===== src/rtl/ifu_fetch_pkg.sv =====
// Shared fetch-stage constants: reset PC default, nop encoding, FSM states.
// Pure declarations, no logic.
package ifu_fetch_pkg;

    localparam logic [31:0] RESET_PC_DEFAULT = 32'h8000_0000;
    localparam logic [31:0] NOP_INSN         = 32'h0000_0013;

    typedef enum logic [1:0] {
        S_REQ  = 2'd0,
        S_WAIT = 2'd1,
        S_HOLD = 2'd2
    } fetch_state_e;

endpackage


===== src/rtl/ifu_fetch_pc_reg.sv =====
// Fetch PC register: reset value, word-aligned redirect (highest priority), +4 advance.
// Zero-latency combinational next-pc; value visible the cycle after update.
module ifu_fetch_pc_reg
    import ifu_fetch_pkg::*;
#(
    parameter int              XLEN     = 32,
    parameter logic [XLEN-1:0] RESET_PC = XLEN'(RESET_PC_DEFAULT)
) (
    input  logic            clk,
    input  logic            rst_n,
    input  logic            redirect_i,
    input  logic [XLEN-1:0] target_i,
    input  logic            advance_i,
    output logic [XLEN-1:0] pc_o
);

    logic [XLEN-1:0] pc_q;
    logic [XLEN-1:0] pc_d;

    always_comb begin
        pc_d = pc_q;
        if (redirect_i) begin
            pc_d = {target_i[XLEN-1:2], 2'b00};
        end else if (advance_i) begin
            // Wraps silently at the top of the address space.
            pc_d = pc_q + XLEN'(4);
        end
    end

    always_ff @(posedge clk) begin
        if (!rst_n) begin
            pc_q <= RESET_PC;
        end else begin
            pc_q <= pc_d;
        end
    end

    assign pc_o = pc_q;

endmodule


===== src/rtl/ifu_fetch.sv =====
// Single-issue fetch: one outstanding imem read, word handed to decode over valid/ready.
// Accept at t, rsp at t+k, inst_valid from t+k+1; decode stall holds the word and blocks new fetches.
module ifu_fetch
    import ifu_fetch_pkg::*;
#(
    parameter int              XLEN     = 32,
    parameter logic [XLEN-1:0] RESET_PC = XLEN'(RESET_PC_DEFAULT)
) (
    input  logic            clk,
    input  logic            rst_n,
    output logic            imem_req_valid,
    input  logic            imem_req_ready,
    output logic [XLEN-1:0] imem_req_addr,
    input  logic            imem_rsp_valid,
    input  logic [XLEN-1:0] imem_rsp_data,
    input  logic            redirect_valid,
    input  logic [XLEN-1:0] redirect_pc,
    output logic            inst_valid,
    input  logic            inst_ready,
    output logic [31:0]     inst,
    output logic [XLEN-1:0] inst_pc
);

    fetch_state_e    state_q, state_d;
    logic            drop_q, drop_d;
    logic            inst_vld_q, inst_vld_d;
    logic [31:0]     inst_q, inst_d;
    logic [XLEN-1:0] inst_pc_q, inst_pc_d;
    logic [XLEN-1:0] pc;
    logic            advance;
    logic            req_hs;

    ifu_fetch_pc_reg #(
        .XLEN     (XLEN),
        .RESET_PC (RESET_PC)
    ) u_pc_reg (
        .clk        (clk),
        .rst_n      (rst_n),
        .redirect_i (redirect_valid),
        .target_i   (redirect_pc),
        .advance_i  (advance),
        .pc_o       (pc)
    );

    assign imem_req_valid = rst_n && (state_q == S_REQ);
    assign imem_req_addr  = pc;
    assign req_hs         = imem_req_valid && imem_req_ready;

    always_comb begin
        state_d    = state_q;
        drop_d     = drop_q;
        inst_vld_d = inst_vld_q;
        inst_d     = inst_q;
        inst_pc_d  = inst_pc_q;
        advance    = 1'b0;
        unique case (state_q)
            S_REQ: begin
                if (req_hs) begin
                    state_d = S_WAIT;
                    // A redirect racing the handshake makes the in-flight word stale.
                    drop_d  = redirect_valid;
                end
            end
            S_WAIT: begin
                if (redirect_valid) begin
                    if (imem_rsp_valid) begin
                        state_d = S_REQ;
                        drop_d  = 1'b0;
                    end else begin
                        drop_d  = 1'b1;
                    end
                end else if (imem_rsp_valid) begin
                    if (drop_q) begin
                        drop_d  = 1'b0;
                        state_d = S_REQ;
                    end else begin
                        inst_d     = imem_rsp_data[31:0];
                        inst_pc_d  = pc;
                        inst_vld_d = 1'b1;
                        advance    = 1'b1;
                        state_d    = S_HOLD;
                    end
                end
            end
            S_HOLD: begin
                if (redirect_valid || inst_ready) begin
                    inst_vld_d = 1'b0;
                    state_d    = S_REQ;
                end
            end
            default: begin
                state_d = S_REQ;
            end
        endcase
    end

    always_ff @(posedge clk) begin
        if (!rst_n) begin
            state_q    <= S_REQ;
            drop_q     <= 1'b0;
            inst_vld_q <= 1'b0;
            inst_q     <= NOP_INSN;
            inst_pc_q  <= '0;
        end else begin
            state_q    <= state_d;
            drop_q     <= drop_d;
            inst_vld_q <= inst_vld_d;
            inst_q     <= inst_d;
            inst_pc_q  <= inst_pc_d;
        end
    end

    assign inst_valid = inst_vld_q;
    assign inst       = inst_q;
    assign inst_pc    = inst_pc_q;

    rsp_only_in_wait: assert property (@(posedge clk) disable iff (!rst_n)
        imem_rsp_valid |-> (state_q == S_WAIT));

endmodule


===== config.mk =====
export PLATFORM = sky130hd
export DESIGN_NAME = ifu_fetch
export DESIGN_NICKNAME = d
export VERILOG_FILES = /design/src/rtl/ifu_fetch_pkg.sv /design/src/rtl/ifu_fetch_pc_reg.sv /design/src/rtl/ifu_fetch.sv
export SDC_FILE = /design/constraint.sdc
export NUM_CORES = 1
export LEC_CHECK = 0
export ABC_AREA = 1
export BUFFER_PORTS_ARGS = -buffer_cell sky130_fd_sc_hd__buf_2
export CORE_MARGIN = 10
export CORE_UTILIZATION = 45
export DETAILED_ROUTE_END_ITERATION = 10
export GPL_ROUTABILITY_DRIVEN = 0
export GPL_TIMING_DRIVEN = 0
export MAX_ROUTING_LAYER = met4
export PLACE_DENSITY = 0.74
export SYNTH_ARGS = -nofsm -noshare
export SYNTH_HDL_FRONTEND = slang
export SYNTH_SLANG_ARGS = --single-unit

===== constraint.sdc =====
create_clock -name clk -period 1.5 [get_ports clk]
set_input_delay 0.075 -clock clk [delete_from_list [all_inputs] [get_ports clk]]
set_output_delay 0.075 -clock clk [all_outputs]
set_load 0.005 [all_outputs]

==> results.py <==
metrics = {
    "synthesis": {
        "synth_cell_types": 34,
        "yosysTopAreaCellShare_pct": 42.08,
        "syn_inst": 643,
        "synth_edf_count": 0,
        "ys_ff_latch": 96,
        "async_reset_ff_share_pct": 0,
        "synth.avg_cell_area_um2": 7.102,
        "yosys.area.top_type": "dfxtp_1",
        "synth_area_leaders": "dfxtp_1 42%, nand2_1 9.3%, nor2_1 9.3%",
        "synth_ff_type": "dfxtp_1",
        "netlist_area_um2": 4567,
        "ys_seq_area_share_pct": 42.08,
        "yosysWarnings": 0,
    },
    "min_path": {
        "hold_class": "input pin to register",
        "min_to": "inst[14]$_SDFFE_PN0P_",
        "hold_start": "imem_rsp_data[14]",
        "hold_depth": 3,
    },
    "setup_path": {
        "crit_path_start_kind": "register",
        "cp_max_fo": 4,
        "r2r_start": "u_pc_reg.pc_o[3]$_SDFFE_PN0P_",
        "r2r_end": "u_pc_reg.pc_o[31]$_SDFFE_PN1P_",
        "required_ps": 1760,
        "arrival_ps": 1730,
        "reg2reg_depth": 10,
        "path_class": "register to register",
        "end_kind": "register",
        "r2r_slack_ps": 30,
    },
    "routing": {
        "vias": 5269,
        "drt_first_iter_violations": 567,
        "firstDrtPassIters": 5,
        "ant_nets": 0,
        "via_per_inst": 5.207,
        "wl_um": 16870,
        "wl_per_cell_um": 16.67,
        "drc": 0,
    },
    "cts": {
        "cts.sinks": 96,
        "max-clock-path-buffers": 2,
        "clock_latency_ps": 360,
        "cts_root_buffer": "clkbuf_8",
        "h-tree-depth": 3,
        "clk_pin_slew_ps": 90,
        "cts_buffers": 9,
        "cts_tree": "yes",
    },
    "grt": {
        "grt_pass1_vias": 5115,
        "grt_pass1_wl_um": 25770,
        "grtUsageTotal_pct": 22.38,
        "grt_overflow_total": 0,
        "antenna_found_initial": 0,
        "grt_max_degree": 15,
    },
    "outcome": {
        "violations": "negative hold slack",
        "status": "finished with violations",
    },
    "layout": {
        "area_delta_synth_final_pct": 42.77,
        "final_area_um2": 6520,
        "stdcell_count": 1012,
        "final.fill_count": 864,
        "fin_nets": 946,
        "most-common-layout-cells": "164 x buf_2, 112 x nand2_1, 104 x nor2_1",
        "drive_gt1_share_pct": 34.36,
        "final_common_cell": "buf_2",
        "fin_util_pct": 66.40,
        "n_antenna_cell": 0,
    },
    "sta": {
        "drv_slew": 0,
        "max-slew-margin-rel_pct": 57.94,
        "fin_crit_sh_pct": 97.90,
        "setup_viol": 0,
        "clock.fmax_ghz": 0.6809,
        "rsz0062_at_grt": "yes",
        "clock_skew_ps": 9.398,
        "holdWs_ps": -11.92,
        "finalHoldViolations": 1,
        "finalSetupTns_ps": 0,
        "min_period_ps": 1469,
        "worst_pin_slew_ps": 631.0,
    },
    "floorplan": {
        "ios": 168,
        "coreArea_um2": 9819,
        "dieHeight_um": 120.7,
        "die_w_um": 120.7,
        "die-area_um2": 14580,
        "start_util_pct": 46.51,
        "num_rows": 36,
    },
    "pwr": {
        "max-vdd-ir-drop_mv": 0.4022,
        "leakage_uw": 0.003074,
        "powerDensity_nw_per_um2": 796.1,
    },
    "flow_run": {
        "maxCapViolCount": 0,
    },
    "place": {
        "place_area_um2": 5545,
        "portBuffers": 160,
        "dpl.cell_count": 939,
        "dp_hpwl_um": 12200,
    },
}
==> worst max-delay path, stage by stage, from the launching register on <==
cell      delay [ps]
dfxtp_4          370
buf_4            120
nand2_1           80
nor2_4           150
nand2_4          110
inv_2             70
nand2_2           70
nor2_4           130
nand3_1           90
nand3_1          100
nand3b_1          70
==> sequential cells by signal (all words and copies together) (netlist names) <==
signal	flops
inst	32
state_q	2
drop_q	1
inst_valid	1
inst_pc	30
u_pc_reg.pc_o	30
==> routing by layer <==
layer / share of wire, % / track usage (%) / vias to the layer above
met5: 0 / - / -
met4: 3.0 / 9.351 / 0
met2: 47 / 36.01 / 281
li1: - / - / 2538
met1: 41 / 26.19 / 2404
met3: 8.9 / 5.491 / 46
==> stage by stage <==
stage | hold WS, ps | worst slack [ps] | total power (uW)
after global routing | 3.522 | -76.80 | 5420
final | -11.92 | 31.45 | 5190
after CTS | 2.014 | -79.05 | 5155
after global placement | 276.1 | -156.1 | 3396
after floorplan | 188.2 | 46.73 | 3107
after detailed placement | 288.8 | -201.1 | 3413
==> how the worst max path moves through the flow <==
stage,start,to,cells after the start
final,u_pc_reg.pc_o[3]$_SDFFE_PN0P_,u_pc_reg.pc_o[31]$_SDFFE_PN1P_,10
after detailed placement,u_pc_reg.pc_o[3]$_SDFFE_PN0P_,u_pc_reg.pc_o[24]$_SDFFE_PN0P_,10
after floorplan,u_pc_reg.pc_o[3]$_SDFFE_PN0P_,u_pc_reg.pc_o[24]$_SDFFE_PN0P_,10
after CTS,state_q[0]$_SDFFE_PN0P_,inst[13]$_SDFFE_PN0P_,7
after global routing,u_pc_reg.pc_o[3]$_SDFFE_PN0P_,u_pc_reg.pc_o[30]$_SDFFE_PN0P_,10
after global placement,u_pc_reg.pc_o[3]$_SDFFE_PN0P_,u_pc_reg.pc_o[24]$_SDFFE_PN0P_,10
==> timing repair <==
action / CTS / global route
endpoints found under the hold margin: 37 / 4
gates cloned: 0 / 0
gates resized for setup: 26 / 79
setup buffers: 7 / 10
pin swaps: 4 / 12
endpoints found under the setup margin: 26 / 69
hold buffers: 37 / 4
==> cell families after synthesis <==
logic type	after synthesis	synth area share (%)
flip-flops	96	42.08
XOR/XNOR	4	0.7673
AND/OR/NAND/NOR	323	32.05
buffers and inverters	98	10.00
AO/OA/AOI/OAI	120	14.74
adder cells (fa/ha/maj)	1	0.2739
other	1	0.08211
==> synth_stat cells (8+ instances only) <==
cell type / n
nand2_1: 113
nor2_1: 113
dfxtp_1: 96
o21ai_0: 67
inv_1: 54
nand3_1: 44
a21oi_1: 33
clkbuf_1: 15
nand4_1: 11
buf_4: 9
nand2_2: 9
nor2_2: 9
a31oi_1: 8
buf_2: 8
nor3_1: 8
==> cell type report <==
cell class / instances / area [um2] / share of cell area [%]
clock buffer: 11 / 141.4 / 2.168
sequential: 96 / 1969 / 30.21
buffer: 38 / 271.5 / 4.164
timing repair buffer: 218 / 1343 / 20.59
multi-input combinational: 452 / 2359 / 36.17
tap: 133 / 166.4 / 2.552
inverter: 60 / 225.2 / 3.454
clock inverter: 4 / 45.04 / 0.6908
==> report_power, final <==
group          switching, uW  internal, uW
Clock                    882           801
Sequential              95.4          2640
Combinational            412           362
Note: power is estimated with default switching activity, not from simulation.
